[src/rtl/mmem_write_buffer_if.sv]
// Bus between the pipeline/RAM side and the M-memory write buffer.
interface mmem_write_buffer_if #(
  parameter int unsigned AW = 5,
  parameter int unsigned DW = 32
);
  logic          wr_req;
  logic [AW-1:0] wr_addr;
  logic [DW-1:0] wr_data;
  logic          rd_en;
  logic [AW-1:0] rd_addr;
  logic [DW-1:0] rd_data_c;
  logic          rd_valid_c;
  logic          busy;
  logic [AW-1:0] ram_a_c;
  logic [DW-1:0] ram_di_c;
  logic          ram_ce_n_c;
  logic          ram_we_n_c;
  logic [DW-1:0] ram_do;

  // Pipeline plus RAM side: issues requests, returns RAM read data.
  modport master (
    output wr_req, wr_addr, wr_data, rd_en, rd_addr, ram_do,
    input  rd_data_c, rd_valid_c, busy, ram_a_c, ram_di_c, ram_ce_n_c, ram_we_n_c
  );

  // Write buffer side.
  modport slave (
    input  wr_req, wr_addr, wr_data, rd_en, rd_addr, ram_do,
    output rd_data_c, rd_valid_c, busy, ram_a_c, ram_di_c, ram_ce_n_c, ram_we_n_c
  );
endinterface

[src/rtl/mmem_write_buffer.sv]
// Write buffer in front of the M-memory RAM: queues writes, drains them when the
// shared RAM port is idle, forwards queued data to reads, clears the RAM after reset.
module mmem_write_buffer #(
  parameter int unsigned AW             = 5,
  parameter int unsigned DW             = 32,
  parameter int unsigned DEPTH          = 2,
  parameter bit          CLEAR_ON_RESET = 1'b1
) (
  input logic                clk,
  input logic                rst_n,
  mmem_write_buffer_if.slave bus
);

  localparam int unsigned   CW      = $clog2(DEPTH + 1);
  localparam logic [CW-1:0] FULL    = CW'(DEPTH);
  localparam logic [AW-1:0] CNT_MAX = '1;

  typedef enum logic {S_INIT, S_RUN} state_t;

  state_t        state_q, state_d;
  logic          busy_q;
  logic [AW-1:0] cnt_q;
  logic [CW-1:0] count_q;
  logic [AW-1:0] addr_q [DEPTH];
  logic [DW-1:0] data_q [DEPTH];

  logic          run, push, drain;
  logic [CW-1:0] wr_idx;
  logic          byp_hit, buf_hit, rd_ok;
  logic [DW-1:0] buf_data;

  assign bus.busy = busy_q;

  // State, clear counter and occupancy registers.
  always_ff @(posedge clk or negedge rst_n) begin
    if (!rst_n) begin
      state_q <= CLEAR_ON_RESET ? S_INIT : S_RUN;
      busy_q  <= CLEAR_ON_RESET;
      cnt_q   <= '0;
      count_q <= '0;
    end else begin
      state_q <= state_d;
      busy_q  <= (state_d == S_INIT);
      if (state_q == S_INIT) cnt_q <= cnt_q + AW'(1);
      count_q <= count_q + CW'(push) - CW'(drain);
    end
  end

  // FIFO storage, index 0 is the oldest entry; shift on pop, then write the new tail.
  always_ff @(posedge clk) begin
    for (int i = 0; i < int'(DEPTH) - 1; i++) begin
      if (drain) begin
        addr_q[i] <= addr_q[i+1];
        data_q[i] <= data_q[i+1];
      end
    end
    for (int i = 0; i < int'(DEPTH); i++) begin
      if (push && (wr_idx == CW'(i))) begin
        addr_q[i] <= bus.wr_addr;
        data_q[i] <= bus.wr_data;
      end
    end
  end

  // Drain decision and forwarding lookup against the pre-pop buffer contents.
  always_comb begin
    run      = (state_q == S_RUN);
    push     = run && bus.wr_req;
    drain    = run && (count_q != '0) && (!bus.rd_en || (count_q == FULL));
    wr_idx   = count_q - CW'(drain);
    byp_hit  = bus.wr_req && (bus.wr_addr == bus.rd_addr);
    buf_hit  = 1'b0;
    buf_data = '0;
    // Later (newer) entries override earlier ones.
    for (int i = 0; i < int'(DEPTH); i++) begin
      if ((CW'(i) < count_q) && (addr_q[i] == bus.rd_addr)) begin
        buf_hit  = 1'b1;
        buf_data = data_q[i];
      end
    end
  end

  // Next state, RAM port mux and read result.
  always_comb begin
    state_d        = state_q;
    rd_ok          = 1'b0;
    bus.ram_a_c    = bus.rd_addr;
    bus.ram_di_c   = '0;
    bus.ram_ce_n_c = 1'b1;
    bus.ram_we_n_c = 1'b1;
    bus.rd_valid_c = 1'b0;
    bus.rd_data_c  = '0;
    if (rst_n) begin
      case (state_q)
        S_INIT: begin
          bus.ram_a_c    = cnt_q;
          bus.ram_ce_n_c = 1'b0;
          bus.ram_we_n_c = 1'b0;
          if (cnt_q == CNT_MAX) state_d = S_RUN;
        end
        S_RUN: begin
          if (drain) begin
            bus.ram_a_c    = addr_q[0];
            bus.ram_di_c   = data_q[0];
            bus.ram_ce_n_c = 1'b0;
            bus.ram_we_n_c = 1'b0;
          end else begin
            bus.ram_ce_n_c = !bus.rd_en;
          end
          rd_ok          = bus.rd_en && (!drain || byp_hit || buf_hit);
          bus.rd_valid_c = rd_ok;
          if (rd_ok) begin
            if (byp_hit)      bus.rd_data_c = bus.wr_data;
            else if (buf_hit) bus.rd_data_c = buf_data;
            else              bus.rd_data_c = bus.ram_do;
          end
        end
        default: state_d = S_RUN;
      endcase
    end
  end

endmodule
[src/flat_wrapper.sv]
// flat-port wrapper written by rule: the top's interface ports become plain ports
module mmem_write_buffer_flat 
#(
  parameter int unsigned AW             = 5,
  parameter int unsigned DW             = 32,
  parameter int unsigned DEPTH          = 2,
  parameter bit          CLEAR_ON_RESET = 1'b1
)
  (clk, rst_n, bus_wr_req, bus_wr_addr, bus_wr_data, bus_rd_en, bus_rd_addr, bus_ram_do, bus_rd_data_c, bus_rd_valid_c, bus_busy, bus_ram_a_c, bus_ram_di_c, bus_ram_ce_n_c, bus_ram_we_n_c);
  mmem_write_buffer_if #(.AW(AW), .DW(DW)) bus_i ();
  input logic clk;
  input logic rst_n;
  input wire logic [$bits(bus_i.wr_req)-1:0] bus_wr_req;
  input wire logic [$bits(bus_i.wr_addr)-1:0] bus_wr_addr;
  input wire logic [$bits(bus_i.wr_data)-1:0] bus_wr_data;
  input wire logic [$bits(bus_i.rd_en)-1:0] bus_rd_en;
  input wire logic [$bits(bus_i.rd_addr)-1:0] bus_rd_addr;
  input wire logic [$bits(bus_i.ram_do)-1:0] bus_ram_do;
  output wire logic [$bits(bus_i.rd_data_c)-1:0] bus_rd_data_c;
  output wire logic [$bits(bus_i.rd_valid_c)-1:0] bus_rd_valid_c;
  output wire logic [$bits(bus_i.busy)-1:0] bus_busy;
  output wire logic [$bits(bus_i.ram_a_c)-1:0] bus_ram_a_c;
  output wire logic [$bits(bus_i.ram_di_c)-1:0] bus_ram_di_c;
  output wire logic [$bits(bus_i.ram_ce_n_c)-1:0] bus_ram_ce_n_c;
  output wire logic [$bits(bus_i.ram_we_n_c)-1:0] bus_ram_we_n_c;
  assign bus_i.wr_req = bus_wr_req;
  assign bus_i.wr_addr = bus_wr_addr;
  assign bus_i.wr_data = bus_wr_data;
  assign bus_i.rd_en = bus_rd_en;
  assign bus_i.rd_addr = bus_rd_addr;
  assign bus_i.ram_do = bus_ram_do;
  assign bus_rd_data_c = bus_i.rd_data_c;
  assign bus_rd_valid_c = bus_i.rd_valid_c;
  assign bus_busy = bus_i.busy;
  assign bus_ram_a_c = bus_i.ram_a_c;
  assign bus_ram_di_c = bus_i.ram_di_c;
  assign bus_ram_ce_n_c = bus_i.ram_ce_n_c;
  assign bus_ram_we_n_c = bus_i.ram_we_n_c;
  mmem_write_buffer #(.AW(AW), .DW(DW), .DEPTH(DEPTH), .CLEAR_ON_RESET(CLEAR_ON_RESET)) u_core (.clk(clk), .rst_n(rst_n), .bus(bus_i));
endmodule
[config.mk]
export PLATFORM = sky130hd
export DESIGN_NAME = mmem_write_buffer_flat
export DESIGN_NICKNAME = d
export VERILOG_FILES = /design/src/rtl/mmem_write_buffer_if.sv /design/src/rtl/mmem_write_buffer.sv /design/src/flat_wrapper.sv
export SDC_FILE = /design/constraint.sdc
export NUM_CORES = 1
export LEC_CHECK = 0
export BUFFER_PORTS_ARGS = -buffer_cell sky130_fd_sc_hd__buf_2
export CORE_MARGIN = 4
export CORE_UTILIZATION = 52
export CTS_CLUSTER_SIZE = 8
export DETAILED_ROUTE_END_ITERATION = 16
export HOLD_SLACK_MARGIN = 0.1
export PLACE_DENSITY = 0.81
export SYNTH_ARGS = -nofsm -noshare
export SYNTH_HDL_FRONTEND = slang
export SYNTH_SLANG_ARGS = --single-unit
[constraint.sdc]
create_clock -name clk -period 3.55 [get_ports clk]
set_clock_uncertainty 0.1 [all_clocks]
set_input_delay 0.355 -clock clk [delete_from_list [all_inputs] [get_ports clk]]
set_output_delay 0.355 -clock clk [all_outputs]
set_load 0.02 [all_outputs]
-- After elaboration in Yosys (flattened, before gate mapping)
Memory sizes are Yosys's and may differ from the RTL's.
Index checks and enable logic that the tools add are counted.
- bits in registers: 9
- memory bits (writable): 74
- output and inout bits: 73
- word-level logic and storage cells: 72
- memories kept: 2
- memory list (memory ; depth ; width ; read ports ; clocked after Yosys merged registers in ; wr ports ; line ; RTL):
    u_core.data_q ; 2 ; 32 ; 2 ; 0 ; 2 ; mmem_write_buffer.sv:25 ; logic [DW-1:0] data_q [DEPTH];
    u_core.addr_q ; 2 ; 5 ; 2 ; 0 ; 2 ; mmem_write_buffer.sv:24 ; logic [AW-1:0] addr_q [DEPTH];
- add/sub/neg operators: 4
- order comparisons: 2
- equality and inequality tests: 6
- multiplexer cells: 34
- bitwise logic cells: 4
- reduce and logical (&&, ||, !) cells: 16
- operators with widths (operator ; count):
    $mux 32 ; 11
    $mux 1 ; 17
    $eq 5x5->1 ; 3
    $mux 5 ; 3
    $pmux 5 s2 ; 1
    $logic_and 1x1->1 ; 9
    $add 5x1->5 const B ; 1
    $eq 5x5->1 const B ; 1
    $lt 1x2->1 const A ; 2
    $pmux 1 s2 ; 2
    $sub 2x1->2 ; 2
    $logic_or 1x1->1 ; 3
    $add 2x1->2 ; 1
    $eq 2x1->1 const B ; 1
    $eq 2x2->1 const B ; 1
    $logic_not 1->1 ; 2
    $logic_not 2->1 ; 1
    $not 1->1 ; 2
    $or 1x1->1 ; 2
    $reduce_bool 2->1 ; 1

-- Depth between registers and ports, before layout
Gate-level depths: netlist (run 1).
- word-level depth: 10
- mapped depth: 10

-- Worst setup path before layout (run 1)
No wires, ideal clock.
- path type: flip-flop to flip-flop
- start point: register u_core.count_q[1]
- end point: memory u_core.addr_q[0][0] (enable)
- library setup time: 0.395 ns
- arrival: 2.776 ns
- path slack: 0.280 ns
- cell stages (with the launch flop): 11
- buffers on the path: 3
- path through: dfrtp_1 -> nor2_1 -> nand3b_1 -> inv_1 -> clkbuf_1 -> ha_1 -> xnor2_1 -> nand3_1 -> buf_2 -> buf_2 -> nand2_1
- RTL lines (element ; line ; RTL):
    from (decl) ; mmem_write_buffer.sv:23 ; logic [CW-1:0] count_q;
    from (signal assigned) ; mmem_write_buffer.sv:45 ; count_q <= count_q + CW'(push) - CW'(drain);
    to (decl) ; mmem_write_buffer.sv:24 ;

==> flow_summary.json, run 1 <==
{
  "fp.dieW_microns": 104,
  "cap_violations": 0,
  "slew_headroom": 0.327,
  "multi_input_area_sq_mm": 0.00210,
  "gp_congestion": 0.841,
  "tritoncts": "built",
  "grt_pass1_vias": 3879,
  "routedWlPerCell_microns": 20.0,
  "clk_pin_slew_worst_paths_ns": 0.08,
  "numCtsBuffers": 9,
  "fp-row-count": 34,
  "synth.area.top_cells": "edfxtp_1 (47%), mux2_2 (9.2%), a211oi_2 (7.9%), mux2i_1 (6.7%), o22ai_1 (4.7%)",
  "arrival_ns": 2.81,
  "first_iter_violations": 186,
  "maxSlewViolCount": 0,
  "start_util": 0.540,
  "p_per_area_mw_per_mm2": 762,
  "synth_top_area_share": 0.468,
  "pre_cts_ws_ns": 0.644,
  "crit_fanout": 32,
  "cts_root_buf": "clkbuf_8",
  "nFillCells": 655,
  "core_sq_mm": 0.00881,
  "synth_edf_count": 74,
  "ys.warnings.count": 0,
  "die_area_sq_mm": 0.0107,
  "worst_slack_ns": 0.288,
  "antenna_cells": 0,
  "synth_cell_type_count": 40,
  "drc": 0,
  "setup_tns_ns": 0,
  "fin_area_sq_mm": 0.00599,
  "timing.fmax_mhz": 307,
  "insertion_delay_ns": 0.34,
  "drt_first_pass_iters": 4,
  "setup_viol": 0,
  "place_area_sq_mm": 0.00559,
  "holdCritPathClass": "in -> reg",
  "finalNetCount": 597,
  "port_buffers": 150,
  "syn_area_per_cell_sq_um": 13.5,
  "synth-seq-cells": 83,
  "vdd_drop_max_mv": 0.452,
  "dieHeight_microns": 104,
  "clock-sinks": 83,
  "period_share": 0.919,
  "netlist_instances": 352,
  "rsz0062_at_grt": "no",
  "antenna_found_initial": 0,
  "via_per_inst": 5.89,
  "worst_slew_pin_slew_ns": 1.01,
  "cts.path.max_buffers": 2,
  "cp-end-kind": "output pin",
  "hold_viol_final": 0,
  "cts_resized": 0,
  "grt.total_usage": 0.231,
  "wl_mm": 12.5,
  "min_period_ns": 3.26,
  "drive_gt1_frac": 0.496,
  "htreeDepth": 3,
  "io_pins": 151,
  "syn_nets": 434,
  "overflow": 0,
  "syn_area_sq_mm": 0.00475,
  "ant_nets": 0,
  "grt_max_degree": 33,
  "ys_seq_area_frac": 0.515,
  "dp_hpwl_mm": 8.60,
  "crit_type": "reg -> out",
  "synth-main-ff-cell": "edfxtp_1",
  "ff_latch_area_sq_mm": 0.00245,
  "startpoint_type": "flop",
  "async_flop_share": 0.108,
  "grt_pass1_wl_mm": 20.1,
  "critPathRequiredTime_ns": 3.09,
  "p_leak_uw": 0.00278,
  "detailroute.via_count": 3702,
  "synth_area_leader_cell": "edfxtp_1",
  "synthToLayoutAreaGrowth_pct": 26.0,
  "status": "finished, final reports clean"
}
## worst paths after layout
path,from,endpoint,slack [ns],cells past startpoint
worst max-delay path,u_core.addr_q[0][4]$_DFFE_PP_,bus_rd_data_c[15],0.29,6
worst min-delay path,bus_wr_data[6],u_core.data_q[0][38]$_DFFE_PP_,0.12,1
worst max register to register,u_core.count_q[1]$_DFF_PN0_,u_core.data_q[0][10]$_DFFE_PP_,0.70,9
worst min register to register,u_core.cnt_q[2]$_DFFE_PN0N_,u_core.cnt_q[2]$_DFFE_PN0N_,0.39,1
max in group asynchronous,rst_n,u_core.bus.busy$_DFF_PN1_,2.29,3
min in group asynchronous,rst_n,u_core.cnt_q[1]$_DFFE_PN0N_,0.39,2
## cell families after synthesis
family,after synthesis,synth area share
flip-flops,83,0.515
AO/OA/AOI/OAI,81,0.156
multiplexers,71,0.160
AND/OR/NAND/NOR,57,0.0735
buffers and inverters,36,0.0477
XOR/XNOR,20,0.0369
adder cells (fa/ha/maj),4,0.0105
## cells in the final DEF, fill, tap and decap left out, types with 2 or more instances in the layout
master / Yosys / routed
buf_12: 0 / 3
dlygate4sd3_1: 0 / 18
mux2_2: 39 / 39
edfxtp_1: 74 / 74
and3_1: 35 / 34
dfrtp_1: 8 / 8
nand2_1: 6 / 5
a211oi_2: 30 / 30
ha_1: 4 / 4
nor2_1: 5 / 5
buf_4: 3 / 10
clkinvlp_4: 0 / 2
xnor2_1: 15 / 15
bufinv_16: 0 / 2
a21oi_1: 4 / 4
and2_1: 2 / 2
mux2i_1: 32 / 32
clkinv_1: 0 / 2
inv_1: 6 / 6
clkbuf_8: 0 / 9
o22ai_1: 36 / 36
xor2_1: 5 / 5
buf_2: 8 / 150
a211oi_1: 2 / 2
## metrics by stage
stage	std cells	power (uW)	hold slack [ns]	utilization
2_1_floorplan	352	3130	-0.0406	-
6_report	628	4560	0.117	0.680
3_3_place_gp	594	3720	0.192	0.635
5_1_grt	628	4790	0.102	0.680
4_1_cts	627	4580	0.101	0.679
3_5_place_dp	594	3810	0.194	0.635
## sequential cells by signal, indices dropped and copies added, names as in the netlist
register         flops
u_core.data_q       64
u_core.addr_q       10
u_core.cnt_q         5
u_core.count_q       2
u_core.bus.busy      1
u_core.run           1
## critical path: stages (launching register included)
cell and delay (ns):
edfxtp_1 0.44, xnor2_1 0.21, nand4_1 0.14, or3_2 0.90
mux2i_1 0.25, a211oi_2 0.29, buf_2 0.21
## cells in the mapped netlist, types with 2 or more instances
master and number:
o22ai_1 36, clkbuf_1 9, dlymetal6s2s_1 2, mux2_2 39, a211oi_2 30, edfxtp_1 74
buf_4 3, nor2_1 5, xnor2_1 15, mux2i_1 32, a211oi_1 2, nand3_1 2
and3_1 35, and2_1 2, buf_2 8, dfrtp_1 8, ha_1 4, inv_1 6
a21oi_1 4, nand2_1 6, xor2_1 5, buf_6 7
## area by class of cell
| type | instances | area share |
|---|---|---|
| tap | 108 | 0.0226 |
| multi-input combinational | 233 | 0.350 |
| sequential | 83 | 0.409 |
| timing repair buffer | 181 | 0.178 |
| inverter | 7 | 0.00439 |
| clock inverter | 7 | 0.0153 |
| clock buffer | 9 | 0.0207 |
## timing repair
item	in CTS	in global routing
hold buffers	17	1
hold endpoints to repair	19	1
setup buffers	0	0
## routing by layer
metal,track usage,wire length [microns],up-vias
met5,0,0,-
met1,0.279,5060,1813
li1,-,-,1716
met4,0.0684,178,0
met3,0.0622,919,14
met2,0.407,6390,159
## power by group
part,switching (uW),total (uW),leakage [uW],internal (uW)
combinational,1160,1960,0.00186,791
clock,347,741,0.000101,394
sequential,212,1860,0.000821,1650
(Power assumes the default switching activity.)
==> inputs of run 2 (changes only) <==
- CORE_UTILIZATION: 52 -> 35
- PLACE_DENSITY: 0.81 -> 0.58
==> run 2 against run 1 <==
  * Die area grew 44%
  * Sequential cell count is the same
  * Cell count grew 8.4%
  * Combinational power shrank 2%
  * Sequential share of layout area grew 0.077 points
  * First-iteration DRC count grew 30%
  * Critical path type unchanged
  * Largest power group unchanged
==> flow_summary.json, run 2 (synthesized netlist as in run 1, its figures left out) <==
{
  "status": "finished, final reports clean",
  "hold_viol_final": 0,
  "die_area_sq_mm": 0.0155,
  "pre_cts_ws_ns": 0.653,
  "cts.path.max_buffers": 2,
  "multi_input_area_sq_mm": 0.00210,
  "wl_mm": 13.0,
  "reg_top3": "u_core.data_q: 64 flops, u_core.addr_q: 10 flops, u_core.cnt_q: 5 flops",
  "overflow": 0,
  "slew_headroom": 0.451,
  "drive_gt1_frac": 0.516,
  "p_per_area_mw_per_mm2": 785,
  "p_leak_uw": 0.00275,
  "insertion_delay_ns": 0.33,
  "final_common_cell": "buf_2",
  "holdCritPathClass": "in -> reg",
  "final_cell_mix": "buf_2 (150), edfxtp_1 (74), mux2_2 (39)",
  "core_sq_mm": 0.0133,
  "cap_violations": 0,
  "critPathRequiredTime_ns": 3.09,
  "timing.fmax_mhz": 332,
  "grt_pass1_wl_mm": 20.2,
  "setup_tns_ns": 0,
  "grt.total_usage": 0.163,
  "numCtsBuffers": 9,
  "dp_hpwl_mm": 9.00,
  "detailroute.via_count": 3564,
  "grt_max_degree": 35,
  "maxSlewViolCount": 0,
  "clock-sinks": 83,
  "cp-end-kind": "output pin",
  "crit_type": "reg -> out",
  "fp-row-count": 42,
  "nFillCells": 1254,
  "synthToLayoutAreaGrowth_pct": 25.8,
  "grt_pass1_vias": 3752,
  "cts_root_buf": "clkbuf_16",
  "period_share": 0.850,
  "first_iter_violations": 242,
  "drt_first_pass_iters": 4,
  "via_per_inst": 5.23,
  "ant_nets": 0,
  "startpoint_type": "flop",
  "arrival_ns": 2.56,
  "start_util": 0.357,
  "fp.dieW_microns": 125,
  "min_period_ns": 3.02,
  "dieHeight_microns": 125,
  "ff_latch_area_sq_mm": 0.00245,
  "gp_congestion": 0.822,
  "worst_slew_pin_slew_ns": 0.822,
  "cts_hold_buf": 1,
  "cts_resized": 0,
  "htreeDepth": 3,
  "port_buffers": 150,
  "rsz0062_at_grt": "no",
  "crit_fanout": 34,
  "io_pins": 151,
  "top_register": "u_core.data_q",
  "cts_setup_buffers": 0,
  "clk_pin_slew_worst_paths_ns": 0.06,
  "tritoncts": "built",
  "largest_register_ffs": 64,
  "setup_viol": 0,
  "finalNetCount": 582,
  "worst_slack_ns": 0.533,
  "routedWlPerCell_microns": 19.1,
  "finalPower_uw": 4690,
  "vdd_drop_max_mv": 0.267,
  "antenna_found_initial": 4,
  "drc": 0
}
run 2: changes by cell type in the layout (fill, tap and decap cells not counted), sizes merged:
| cell | previous run | this run |
|---|---|---|
| diode | 0 | 1 |
| buf | 163 | 165 |
| dlygate4sd3 | 18 | 1 |
| inv | 8 | 7 |
| clkbuf | 9 | 10 |
| bufinv | 2 | 1 |
run 2: power breakdown:
part	internal (uW)	switching [uW]	total (uW)
logic	760	1160	1920
clock network	539	367	905
registers	1660	211	1870
run 2: final timing paths:
check / start / end / slack (ns) / cells after the start
setup / recovery: u_core.run$_DFF_PN0_ / bus_rd_data_c[31] / 0.53 / 8
hold / removal: bus_wr_data[30] / u_core.data_q[0][62]$_DFFE_PP_ / 0.13 / 1
setup reg to reg: u_core.count_q[1]$_DFF_PN0_ / u_core.addr_q[0][1]$_DFFE_PP_ / 0.97 / 9
hold reg to reg: u_core.cnt_q[2]$_DFFE_PN0N_ / u_core.cnt_q[2]$_DFFE_PN0N_ / 0.39 / 1
max in group asynchronous: rst_n / u_core.cnt_q[0]$_DFFE_PN0N_ / 2.27 / 3
min in group asynchronous: rst_n / u_core.run$_DFF_PN0_ / 0.43 / 2
run 2: layout make-up:
cell class | count | area share
Timing Repair Buffer | 166 | 0.150
Clock inverter | 5 | 0.00921
Inverter | 7 | 0.00440
Multi-Input combinational cell | 233 | 0.351
Tap cell | 176 | 0.0369
Sequential cell | 83 | 0.410
Antenna cell | 1 | 0.000419
Clock buffer | 10 | 0.0383
run 2: critical path: stages (launching register included):
cell	delay (ns)
dfrtp_1	0.61
nand3b_1	0.15
inv_1	0.11
buf_4	0.35
o31ai_1	0.18
o21ai_4	0.17
buf_4	0.32
a211oi_1	0.11
buf_2	0.22
run 2: metrics by stage:
stage | area (sq um) | hold WS (ns) | utilization | cells
floorplan | 4750 | -0.0406 | - | 352
detailed placement | 5680 | 0.246 | 0.427 | 664
finish | 5980 | 0.125 | 0.449 | 681
global placement | 5680 | 0.243 | 0.427 | 664
CTS | 5970 | 0.115 | 0.449 | 680
global route | 5980 | 0.119 | 0.449 | 681
run 2: metal layers:
metal / track usage / wire length [microns] / vias to the layer above
met5: 0 / 34 / -
met4: 0.0490 / 198 / 6
li1: - / - / 1681
met1: 0.212 / 5840 / 1737
met3: 0.0360 / 768 / 20
met2: 0.273 / 6190 / 120
==> inputs of run 3 (changes only) <==
- PLACE_DENSITY: 0.58 -> 0.61
- clock period: 3.55 -> 2.65 ns (I/O delays scaled with it)
==> run 3 against run 2 <==
  * The flow now finishes with violations (setup timing)
  * Sequential share of layout area decreased by 3.5 points
  * Design area increased by 9.3%
  * Utilization increased by 4.2 points
  * Combinational power increased by 43%
  * Register-to-register slack got worse by 0.82 ns
  * Cell count increased by 6.5%
  * Sequential power increased by 33%
  * Worst hold slack improved by 0.049 ns
  * Via count increased by 5.6%
  * Clock-buffer cell count unchanged
  * Clock power increased by 36%
  * Largest cell class unchanged
==> flow_summary.json, run 3 (synthesized netlist as in run 1, its figures left out) <==
{
  "status": "complete, but fails checks",
  "violations": "setup timing",
  "vdd_drop_max_mv": 0.594,
  "arrival_ns": 2.29,
  "min_period_ns": 2.65,
  "top_register": "u_core.data_q",
  "ant_nets": 0,
  "p_leak_uw": 0.00296,
  "p_sw_uw": 2380,
  "crit_chain": "xnor2_1 -> nand4_1 -> or3_4 -> buf_12 -> mux2i_1 -> a211oi_2 -> buf_4",
  "cts.path.max_buffers": 2,
  "final_cell_mix": "buf_2 (119), edfxtp_1 (74), buf_4 (48)",
  "timing.fmax_mhz": 377,
  "worst_slew_pin_slew_ns": 0.403,
  "die_area_sq_mm": 0.0155,
  "antenna_found_initial": 0,
  "fp.dieW_microns": 125,
  "p_per_area_mw_per_mm2": 988,
  "rsz0062_at_grt": "yes",
  "drc": 0,
  "clk_pin_slew_worst_paths_ns": 0.06,
  "crit_type": "reg -> out",
  "start_util": 0.357,
  "finalPower_uw": 6450,
  "dieHeight_microns": 125,
  "slew_headroom": 0.730,
  "routedWlPerCell_microns": 18.6,
  "holdCritPathClass": "in -> reg",
  "worst_slack_ns": -0.00298,
  "crit_fanout": 14,
  "crit_buf_inv": 2,
  "wl_mm": 13.5,
  "critPathRequiredTime_ns": 2.29,
  "cap_violations": 0,
  "setup_viol": 1,
  "dp_hpwl_mm": 9.05,
  "period_share": 1.00,
  "setup_tns_ns": -0.00298,
  "reg_top3": "u_core.data_q: 64 flops, u_core.addr_q: 10 flops, u_core.cnt_q: 5 flops",
  "clkPwrFrac": 0.190,
  "drive_gt1_frac": 0.494,
  "grt_max_degree": 38,
  "grt_pass1_wl_mm": 21.5,
  "largest_register_ffs": 64,
  "startpoint_type": "flop",
  "power_frac_seq": 0.386,
  "via_per_inst": 5.19,
  "first_iter_violations": 230,
  "clock-sinks": 83,
  "grt_pass1_vias": 4054,
  "insertion_delay_ns": 0.34,
  "utilization": 0.491,
  "hold_viol_final": 0,
  "critPathMaxStageDelay_ns": 0.46,
  "grt.total_usage": 0.172,
  "detailroute.via_count": 3763,
  "maxSlewViolCount": 0,
  "swShare": 0.368,
  "cts_root_buf": "clkbuf_16",
  "finalNetCount": 626,
  "cp-end-kind": "output pin",
  "cp_top_family": "simple AND/OR/NAND/NOR gates",
  "p_int_uw": 4070,
  "htreeDepth": 3,
  "final_common_cell": "buf_2",
  "port_buffers": 150,
  "drt_first_pass_iters": 4,
  "synthToLayoutAreaGrowth_pct": 37.4,
  "numCtsBuffers": 9,
  "gp_congestion": 0.759,
  "fp-row-count": 42,
  "antenna_cells": 0,
  "combPwrFrac": 0.424,
  "tritoncts": "built",
  "slowest_stage": "or3_4",
  "io_pins": 151,
  "core_sq_mm": 0.0133,
  "overflow": 0
}
## run 3: path summary, 6_finish.rpt
kind                                                from                        endpoint  slack, ns  depth (start not counted)
max                        u_core.addr_q[0][4]$_DFFE_PP_                bus_rd_data_c[6]     -0.003                          7
max reg2reg                  u_core.count_q[1]$_DFF_PN0_  u_core.data_q[0][11]$_DFFE_PP_       0.15                          8
max in group asynchronous                          rst_n     u_core.cnt_q[3]$_DFFE_PN0N_       1.64                          3
min reg2reg                  u_core.cnt_q[2]$_DFFE_PN0N_     u_core.cnt_q[2]$_DFFE_PN0N_       0.40                          1
min in group asynchronous                          rst_n     u_core.cnt_q[2]$_DFFE_PN0N_       0.27                          2
min                                       bus_wr_addr[1]   u_core.addr_q[0][1]$_DFFE_PP_       0.17                          2
## run 3: timing repair
| action | in CTS | in global routing |
|---|---|---|
| gates resized for setup | 9 | 32 |
| endpoints found under the hold margin | 42 | 0 |
| pin swaps | 1 | 14 |
| endpoints found under the setup margin | 32 | 32 |
| hold buffers | 38 | 0 |
| buffers inserted | 1 | 3 |
## run 3: layer usage
metal	up-vias	GRT usage	part of all wire
met5	-	0	0
met4	0	0.0542	0.017
met3	17	0.0403	0.052
met2	129	0.306	0.51
met1	1849	0.206	0.42
li1	1768	-	-
## run 3: cell type report
| class | count | area, sq um |
|---|---|---|
| multi-input combinational | 233 | 2130 |
| clock buffer | 10 | 229 |
| sequential | 83 | 2450 |
| fill | 1186 | 6770 |
| tap | 176 | 220 |
| timing repair buffer | 210 | 1420 |
| clock inverter | 6 | 56.3 |
| inverter | 7 | 26.3 |
## run 3: stage by stage
step	hold WS [ns]	setup slack, ns	instances	area (sq um)
6_report	0.174	-0.00298	725	6530
5_1_grt	0.169	-0.104	725	6530
4_1_cts	0.167	-0.00257	722	6410
3_5_place_dp	0.138	0.238	667	5710
3_3_place_gp	0.134	0.207	667	5710
2_1_floorplan	-0.131	-0.0859	352	4780
## run 3: worst reg2reg max path: stages, from the launching register on
cell,delay [ns]
dfrtp_1,0.44
nor2_1,0.25
nand3b_1,0.18
inv_2,0.07
ha_1,0.22
xnor2_2,0.24
nand3_2,0.15
buf_12,0.19
nand2_8,0.29
## run 3: power by group through the flow
| stage | sequential (uW) | clock (uW) | combinational [uW] |
|---|---|---|---|
| finish | 2490 | 1230 | 2740 |
| CTS | 2480 | 1260 | 2700 |
| global placement | 2480 | 0 | 2580 |
| floorplan | 2410 | 0 | 1830 |
| global route | 2550 | 1310 | 2940 |
| detailed placement | 2500 | 0 | 2620 |
